File: config.mk
export PLATFORM = sky130hd
export DESIGN_NAME = calc_key_seq_flat
export DESIGN_NICKNAME = d
export VERILOG_FILES = /design/src/rtl/calc_pkg.sv /design/src/rtl/calc_key_seq_if.sv /design/src/rtl/calc_bcd_shreg.sv /design/src/rtl/calc_key_seq.sv /design/src/flat_wrapper.sv
export SDC_FILE = /design/constraint.sdc
export NUM_CORES = 1
export LEC_CHECK = 0
export CAP_MARGIN = 20
export CORE_UTILIZATION = 44
export DETAILED_ROUTE_END_ITERATION = 10
export PLACE_DENSITY = 0.91
export SYNTH_ARGS = -nofsm -noshare
export SYNTH_HDL_FRONTEND = slang
export SYNTH_SLANG_ARGS = --single-unit
File: constraint.sdc
create_clock -name CLK_1K -period 2.36 [get_ports CLK_1K]
set_clock_uncertainty 0.15 [all_clocks]
set_input_delay 0.236 -clock CLK_1K [delete_from_list [all_inputs] [get_ports CLK_1K]]
set_output_delay 0.236 -clock CLK_1K [all_outputs]
set_load 0.005 [all_outputs]
File: src/rtl/calc_pkg.sv
`default_nettype none
`timescale 1ns/1ps
// ============================================================================
// Module   : calc_pkg
// Purpose  : Shared key codes, FSM state encodings and key-classification
//            helpers for the calculator keypad sequencer.
// Contents : KEY_ADD..KEY_DIV (operators), KEY_EQ, KEY_CLR,
//            S_A / S_B / S_WAIT / S_RES (2-bit state encodings),
//            is_digit(), is_op().
// Revision : 1.0  initial release
// ============================================================================
package calc_pkg;

    localparam logic [3:0] KEY_ADD = 4'hA;
    localparam logic [3:0] KEY_SUB = 4'hB;
    localparam logic [3:0] KEY_MUL = 4'hC;
    localparam logic [3:0] KEY_DIV = 4'hD;
    localparam logic [3:0] KEY_EQ  = 4'hE;
    localparam logic [3:0] KEY_CLR = 4'hF;

    localparam logic [1:0] S_A    = 2'd0;  // entering operand A
    localparam logic [1:0] S_B    = 2'd1;  // entering operand B
    localparam logic [1:0] S_WAIT = 2'd2;  // waiting for arithmetic unit
    localparam logic [1:0] S_RES  = 2'd3;  // result displayed

    function automatic logic is_digit(input logic [3:0] k);
        return (k <= 4'd9);
    endfunction

    function automatic logic is_op(input logic [3:0] k);
        return (k == KEY_ADD) || (k == KEY_SUB) || (k == KEY_MUL) || (k == KEY_DIV);
    endfunction

endpackage
`default_nettype wire

File: src/rtl/calc_key_seq_if.sv
`default_nettype none
`timescale 1ns/1ps
// ============================================================================
// Module   : calc_key_seq_if
// Purpose  : Key-input and arithmetic-unit handshake bundle of the keypad
//            sequencer.
// Signals  : key_value / flag        decoded key and its one-cycle strobe
//            num_result / calc_ack   result from arithmetic unit + valid
//            calc_req / busy         request to arithmetic unit, busy flag
// Modports : master (environment side), slave (sequencer side)
// Revision : 1.0  initial release
// ============================================================================
interface calc_key_seq_if #(
    parameter int NW = 24
);
    logic [3:0]    key_value;
    logic          flag;
    logic [NW-1:0] num_result;
    logic          calc_ack;
    logic          calc_req;
    logic          busy;

    modport master (
        output key_value, flag, num_result, calc_ack,
        input  calc_req, busy
    );

    modport slave (
        input  key_value, flag, num_result, calc_ack,
        output calc_req, busy
    );
endinterface
`default_nettype wire

File: src/rtl/calc_bcd_shreg.sv
`default_nettype none
`timescale 1ns/1ps
// ============================================================================
// Module   : calc_bcd_shreg
// Purpose  : One BCD operand register with a saturating digit counter.
//            Supports clear, parallel load, digit shift-in (dropped once
//            DIGITS digits are held) and backspace (shift right one digit).
// Ports    : clk, rst            clock, synchronous active-high reset
//            i_clr               zero value and counter
//            i_load/_val/_cnt    parallel load of value and counter
//            i_shift, i_digit    append a digit at the least significant end
//            i_bksp              remove least significant digit
//            o_val, o_cnt        operand value and digit count
// Priority : rst > i_clr > i_load > i_shift > i_bksp
// Revision : 1.0  initial release
// ============================================================================
module calc_bcd_shreg #(
    parameter int DIGITS = 6,
    parameter int CW     = 3
) (
    input  wire logic                  clk,
    input  wire logic                  rst,
    input  wire logic                  i_clr,
    input  wire logic                  i_load,
    input  wire logic [4*DIGITS-1:0]   i_load_val,
    input  wire logic [CW-1:0]         i_load_cnt,
    input  wire logic                  i_shift,
    input  wire logic [3:0]            i_digit,
    input  wire logic                  i_bksp,
    output logic      [4*DIGITS-1:0]   o_val,
    output logic      [CW-1:0]         o_cnt
);
    localparam int           c_NW      = 4 * DIGITS;
    localparam logic [CW-1:0] c_MAX_CNT = CW'(DIGITS);

    logic [c_NW-1:0] r_val;
    logic [CW-1:0]   r_cnt;

    always_ff @(posedge clk) begin
        if (rst || i_clr) begin
            r_val <= '0;
            r_cnt <= '0;
        end else if (i_load) begin
            r_val <= i_load_val;
            r_cnt <= i_load_cnt;
        end else if (i_shift) begin
            // A full operand silently drops further digits.
            if (r_cnt != c_MAX_CNT) begin
                r_val <= {r_val[c_NW-5:0], i_digit};
                r_cnt <= r_cnt + 1'b1;
            end
        end else if (i_bksp) begin
            if (r_cnt != '0) begin
                r_val <= {4'h0, r_val[c_NW-1:4]};
                r_cnt <= r_cnt - 1'b1;
            end
        end
    end

    assign o_val = r_val;
    assign o_cnt = r_cnt;
endmodule
`default_nettype wire

File: src/rtl/calc_key_seq.sv
`default_nettype none
`timescale 1ns/1ps
// ============================================================================
// Module   : calc_key_seq
// Purpose  : Keypad-entry sequencer. Builds BCD operands A and B from key
//            pulses, latches the operator, requests a calculation on '='
//            and supports chaining on the returned result.
// Ports    : CLK_1K, RST         clock, synchronous active-high reset
//            bus (slave)         key_value/flag in, num_result/calc_ack in,
//                                calc_req/busy out
//            num_reg1, num_reg2  operands A and B (BCD)
//            opcode              latched operator (0 = none)
//            num_out             display value
//            cnt1, cnt2          digit counts of A and B
//            state_now           FSM state (S_A/S_B/S_WAIT/S_RES)
// Config   : CALC_BKSP_EN - key F with a non-empty active operand in S_A/S_B
//            removes the last digit instead of clearing everything.
// Revision : 1.0  initial release
// ============================================================================
module calc_key_seq
    import calc_pkg::*;
#(
    parameter int DIGITS = 6,
    parameter int OPW    = 4,
    parameter int CW     = 3
) (
    input  wire logic                 CLK_1K,
    input  wire logic                 RST,
    calc_key_seq_if.slave             bus,
    output logic      [4*DIGITS-1:0]  num_reg1,
    output logic      [4*DIGITS-1:0]  num_reg2,
    output logic      [OPW-1:0]       opcode,
    output logic      [4*DIGITS-1:0]  num_out,
    output logic      [CW-1:0]        cnt1,
    output logic      [CW-1:0]        cnt2,
    output logic      [1:0]           state_now
);
    localparam int            c_NW      = 4 * DIGITS;
    localparam logic [CW-1:0] c_MAX_CNT = CW'(DIGITS);

    logic [1:0]      r_state;
    logic [1:0]      w_state_nxt;
    logic [OPW-1:0]  r_opcode;

    logic            w_is_digit;
    logic            w_is_op;
    logic            w_is_eq;
    logic            w_is_clr;

    logic            w_clr_all;
    logic            w_a_shift;
    logic            w_a_bksp;
    logic            w_a_load;
    logic [c_NW-1:0] w_a_load_val;
    logic [CW-1:0]   w_a_load_cnt;
    logic            w_b_shift;
    logic            w_b_bksp;
    logic            w_b_clr;
    logic            w_op_set;
    logic            w_op_clr;

    // Key classification is qualified by flag so every decode below acts
    // only on press cycles.
    assign w_is_digit = bus.flag && is_digit(bus.key_value);
    assign w_is_op    = bus.flag && is_op(bus.key_value);
    assign w_is_eq    = bus.flag && (bus.key_value == KEY_EQ);
    assign w_is_clr   = bus.flag && (bus.key_value == KEY_CLR);

    // ---------------------------------------------------------------- state
    always_ff @(posedge CLK_1K) begin
        if (RST) r_state <= S_A;
        else     r_state <= w_state_nxt;
    end

    // ----------------------------------------------------------- next state
    always_comb begin
        w_state_nxt = r_state;
        case (r_state)
            S_A: begin
                if (w_is_op) w_state_nxt = S_B;
            end
            S_B: begin
                if (w_is_eq && (cnt2 != '0)) w_state_nxt = S_WAIT;
`ifdef CALC_BKSP_EN
                else if (w_is_clr && (cnt2 == '0)) w_state_nxt = S_A;
`else
                else if (w_is_clr) w_state_nxt = S_A;
`endif
            end
            S_WAIT: begin
                if (bus.calc_ack) w_state_nxt = S_RES;
            end
            S_RES: begin
                if (w_is_digit || w_is_clr) w_state_nxt = S_A;
                else if (w_is_op)           w_state_nxt = S_B;
            end
            default: w_state_nxt = S_A;
        endcase
    end

    // ------------------------------------------------------ datapath strobes
    always_comb begin
        w_clr_all    = 1'b0;
        w_a_shift    = 1'b0;
        w_a_bksp     = 1'b0;
        w_a_load     = 1'b0;
        w_a_load_val = '0;
        w_a_load_cnt = '0;
        w_b_shift    = 1'b0;
        w_b_bksp     = 1'b0;
        w_b_clr      = 1'b0;
        w_op_set     = 1'b0;
        w_op_clr     = 1'b0;
        case (r_state)
            S_A: begin
                if (w_is_digit) w_a_shift = 1'b1;
                if (w_is_op)    w_op_set  = 1'b1;
`ifdef CALC_BKSP_EN
                if (w_is_clr) begin
                    if (cnt1 != '0) w_a_bksp  = 1'b1;
                    else            w_clr_all = 1'b1;
                end
`else
                if (w_is_clr) w_clr_all = 1'b1;
`endif
            end
            S_B: begin
                // Operator replacement only until B's first digit.
                if (w_is_op && (cnt2 == '0)) w_op_set  = 1'b1;
                if (w_is_digit)              w_b_shift = 1'b1;
`ifdef CALC_BKSP_EN
                if (w_is_clr) begin
                    if (cnt2 != '0) w_b_bksp  = 1'b1;
                    else            w_clr_all = 1'b1;
                end
`else
                if (w_is_clr) w_clr_all = 1'b1;
`endif
            end
            S_WAIT: begin
                // Result becomes operand A, reported as a full operand.
                if (bus.calc_ack) begin
                    w_a_load     = 1'b1;
                    w_a_load_val = bus.num_result;
                    w_a_load_cnt = c_MAX_CNT;
                    w_b_clr      = 1'b1;
                end
            end
            S_RES: begin
                if (w_is_digit) begin
                    w_a_load     = 1'b1;
                    w_a_load_val = c_NW'(bus.key_value);
                    w_a_load_cnt = CW'(1);
                    w_op_clr     = 1'b1;
                end
                if (w_is_op)  w_op_set  = 1'b1;
                if (w_is_clr) w_clr_all = 1'b1;
            end
            default: ;
        endcase
    end

    // ------------------------------------------------------ operator latch
    always_ff @(posedge CLK_1K) begin
        if (RST || w_clr_all || w_op_clr) r_opcode <= '0;
        else if (w_op_set)                r_opcode <= OPW'(bus.key_value);
    end

    calc_bcd_shreg #(.DIGITS(DIGITS), .CW(CW)) u_reg_a (
        .clk        (CLK_1K),
        .rst        (RST),
        .i_clr      (w_clr_all),
        .i_load     (w_a_load),
        .i_load_val (w_a_load_val),
        .i_load_cnt (w_a_load_cnt),
        .i_shift    (w_a_shift),
        .i_digit    (bus.key_value),
        .i_bksp     (w_a_bksp),
        .o_val      (num_reg1),
        .o_cnt      (cnt1)
    );

    calc_bcd_shreg #(.DIGITS(DIGITS), .CW(CW)) u_reg_b (
        .clk        (CLK_1K),
        .rst        (RST),
        .i_clr      (w_clr_all || w_b_clr),
        .i_load     (1'b0),
        .i_load_val ('0),
        .i_load_cnt ('0),
        .i_shift    (w_b_shift),
        .i_digit    (bus.key_value),
        .i_bksp     (w_b_bksp),
        .o_val      (num_reg2),
        .o_cnt      (cnt2)
    );

    assign opcode       = r_opcode;
    assign state_now    = r_state;
    assign bus.calc_req = (r_state == S_WAIT);
    assign bus.busy     = (r_state == S_WAIT);
    // Show B once it has a digit, otherwise A (or the result).
    assign num_out      = ((r_state == S_B) && (cnt2 != '0)) ? num_reg2 : num_reg1;

endmodule
`default_nettype wire

File: src/flat_wrapper.sv
// flat-port wrapper written by rule: the top's interface ports become plain ports
module calc_key_seq_flat import calc_pkg::*;
#(
    parameter int DIGITS = 6,
    parameter int OPW    = 4,
    parameter int CW     = 3
)
  (CLK_1K, RST, num_reg1, num_reg2, opcode, num_out, cnt1, cnt2, state_now, bus_key_value, bus_flag, bus_num_result, bus_calc_ack, bus_calc_req, bus_busy);
  calc_key_seq_if #(.NW((4 * DIGITS))) bus_i ();
  input  wire logic CLK_1K;
  input  wire logic RST;
  output logic      [4*DIGITS-1:0] num_reg1;
  output logic      [4*DIGITS-1:0] num_reg2;
  output logic      [OPW-1:0] opcode;
  output logic      [4*DIGITS-1:0] num_out;
  output logic      [CW-1:0] cnt1;
  output logic      [CW-1:0] cnt2;
  output logic      [1:0] state_now;
  input wire logic [$bits(bus_i.key_value)-1:0] bus_key_value;
  input wire logic [$bits(bus_i.flag)-1:0] bus_flag;
  input wire logic [$bits(bus_i.num_result)-1:0] bus_num_result;
  input wire logic [$bits(bus_i.calc_ack)-1:0] bus_calc_ack;
  output wire logic [$bits(bus_i.calc_req)-1:0] bus_calc_req;
  output wire logic [$bits(bus_i.busy)-1:0] bus_busy;
  assign bus_i.key_value = bus_key_value;
  assign bus_i.flag = bus_flag;
  assign bus_i.num_result = bus_num_result;
  assign bus_i.calc_ack = bus_calc_ack;
  assign bus_calc_req = bus_i.calc_req;
  assign bus_busy = bus_i.busy;
  calc_key_seq #(.DIGITS(DIGITS), .OPW(OPW), .CW(CW)) u_core (.CLK_1K(CLK_1K), .RST(RST), .bus(bus_i), .num_reg1(num_reg1), .num_reg2(num_reg2), .opcode(opcode), .num_out(num_out), .cnt1(cnt1), .cnt2(cnt2), .state_now(state_now));
endmodule
==> results of run 1 <==
## cell usage in the layout, fill, tap and decap left out, types with 4 or more instances in the layout
cell type and instances:
nand2b_1 8, nand2_1 54, buf_2 16, mux2_4 4
nor3_1 19, dfxtp_1 57, a221oi_1 20, ha_1 8
inv_1 10, buf_4 21, nor2_1 35, nand3_1 5
mux2_2 20, a21oi_1 31, clkdlybuf4s50_1 93, buf_6 4
clkbuf_8 12, buf_12 4, clkdlybuf4s15_1 8
## flip-flops by register name (all words and copies together) (netlist names)
| signal | count |
|---|---|
| u_core.opcode | 4 |
| u_core.state_now | 2 |
| u_core.u_reg_a.o_cnt | 3 |
| u_core.u_reg_a.o_val | 24 |
| u_core.u_reg_b.o_cnt | 3 |
| u_core.u_reg_b.o_val | 24 |
## layout make-up
class / count / area share
inverters: 13 / 0.0101
clock buffers: 12 / 0.0343
clock inverters: 3 / 0.0143
flip-flops and latches: 60 / 0.250
repair buffers: 149 / 0.300
well taps: 96 / 0.0250
multi-input cells: 255 / 0.366
## metrics by stage
step | total power, mW | std cells
final | 2.48 | 588
after detailed placement | 1.39 | 559
after CTS | 2.46 | 586
after global placement | 1.38 | 559
after global routing | 2.55 | 588
after floorplan | 1.23 | 355
## worst max-delay path by stage
stage / endpoint / slack, ns / cells after the start
5_1_grt: num_out[15] / -0.007 / 9
3_5_place_dp: u_core.u_reg_a.o_val[11]$_SDFFE_PP0P_ / 0.06 / 5
4_1_cts: num_out[18] / 0.002 / 8
2_1_floorplan: num_out[10] / 0.40 / 6
6_report: num_out[23] / 0.03 / 9
3_3_place_gp: u_core.u_reg_a.o_val[22]$_SDFFE_PP0P_ / 0.17 / 5
## worst max-delay path, cell delays in order, from the launching register on
cell     delay [ns]
dfxtp_2        0.33
inv_2          0.07
ha_4           0.14
inv_2          0.04
o21ai_4        0.20
buf_6          0.15
buf_16         0.12
buf_12         0.10
mux2_2         0.32
buf_2          0.12
## what timing repair did
| action | in CTS | in global routing |
|---|---|---|
| cloned | 2 | 1 |
| gates resized for setup | 98 | 4 |
| buffers inserted | 10 | 1 |
| endpoints found under the setup margin | 24 | 33 |
| hold endpoints to repair | 0 | 0 |
| pin swaps | 2 | 3 |
## power by group
group | internal (mW) | switching [mW] | total (mW)
sequential | 1.03 | 0.0243 | 1.06
clock | 0.677 | 0.417 | 1.09
combinational | 0.173 | 0.153 | 0.325
## layer usage
| layer | routed length [um] | vias to the layer above | track usage | part of all wire |
|---|---|---|---|---|
| li1 | - | 1525 | - | - |
| met1 | 4190 | 1597 | 0.361 | 0.40 |
| met2 | 5130 | 201 | 0.481 | 0.49 |
| met3 | 824 | 33 | 0.0462 | 0.079 |
| met4 | 288 | 0 | 0.115 | 0.028 |
| met5 | 0 | - | 0 | 0 |
## cell families (layout without fill, tap and decap cells)
family                     after synthesis  count (layout)  share of synthesized area
AOI/OAI and AO/OA                       78              79                      0.197
xor gates and xnor gates                 3               3                     0.0109
adders and majority gates               10              10                     0.0404
buffers and inverters                   41             177                     0.0675
DFF                                     60              60                      0.388
muxes                                   27              27                     0.0970
and+or+nand+nor                        136             136                      0.199
==> run summary, run 1 <==
Top FF cell, synth - dfxtp_1
Slew @ Worst Pin - 0.703 ns
CTS Hold Bufs - 0
Number of global-route vias before repair - 3220
Multi-input logic area - 1760 sq um
Worst-Skew Late Latency - 0.34 ns
Max Fclk - 430 MHz
Pins over their slew limit - 0
Seq cells post-synth - 60
Number of synthesized flops with an enable pin - 0
Final hold violations - 0
CP Max Fanout - 4
Min Tclk post-route - 2.33 ns
CTS max path bufs - 2
Mapped Nets - 397
HPWL Detailed - 6890 um
Max-cap violations - 0
Final worst slack - 0.0329 ns
Cell taking the most area after synthesis - dfxtp_1
Initial Utilization - 0.456
Area after DPL - 4410 sq um
Die H - 85.9 um
Largest net degree at the start of global routing - 28
Status - complete, no violations
Via count - 3356
Diodes inserted - 0
Final nets - 530
Synth cell count leaders - dfxtp_1, nand2_1, nor2_1
Critical path type - reg2out
Pleak - 1.85 nW
WL/cell - 17.7 um
Cells after synthesis - 355
Num CTS Buffers - 9
Mean post-synth cell area - 8.72 sq um
Worst r2r src - u_core.u_reg_a.o_cnt[0]$_SDFFE_PP0P_
Die width - 85.9 um
GRT overflow - 0
Post-layout util - 0.708
Pwr dens - 515 nW/um^2
Synth area leaders - dfxtp_1, mux2_2, nand2_1
Period utilisation layout - 0.986
Core footprint - 6790 sq um
I/O Buffers - 117
Sequential share of the synthesized area - 0.388
1st-pass router iterations - 5
Gpl congestion - 0.842
Post-synthesis async set-or-reset flop share - 0
Htree depth - 3
Worst flop-to-flop path endpoint - u_core.u_reg_a.o_val[4]$_SDFFE_PP0P_
Final instance area - 4810 sq um
Worst Hold Class - reg2reg
Share of the synthesized area in the top cell type - 0.388
Worst Setup SP - u_core.u_reg_b.o_cnt[0]$_SDFFE_PP0P_
Worst setup SP type - flop
GRT Overall Usage - 0.285
I/O pin count - 118
Sink Count - 60
Worst slack at placement - 0.0563 ns
Final ANT Viol Nets - 0
WP data required - 1.97 ns
Final Setup Violations - 0
CTS Root Cell - clkbuf_8
Setup TNS - 0 ns
Hold path startpoint - u_core.u_reg_b.o_val[21]$_SDFFE_PP0P_
Share of cells above drive strength 1 - 0.228
Clock slew at reported path FFs - 0.06 ns
Most frequent cell after synthesis - dfxtp_1
Row cnt - 30
Register-to-Register Path Depth - 7
Synthesized area - 3100 sq um
Avg Vias per Cell - 5.71
R2r setup slk - 0.14 ns
Worst slew margin - 0.530
Worst Setup End Kind - primary output
Layout area overhead - 55.4%
Antenna violations before repair - 0
Starting DRC count in detailed routing - 285
Ys Warns - 0
Post-synth cell types - 52
Peak VDD IR - 0.279 mV
Filler instances - 503
Global-route wire length before repair - 16400 um
Depth of the worst hold-timing path - 2
Hold slack - 0.329 ns
Die ar. - 7370 sq um
CTS tree - built
Critical path arrival - 1.94 ns
DRC violations left - 0
Hold EP - u_core.u_reg_b.o_val[21]$_SDFFE_PP0P_
Final WL - 10400 um
Reg area - 1200 sq um
Power figures use the tool's default switching activity.
==> inputs of run 2 (changes only) <==
Settings changed: CAP_MARGIN 20 to 25.
==> results of run 2 <==
Final layout, timing and power as in run 1 (identical DEF).
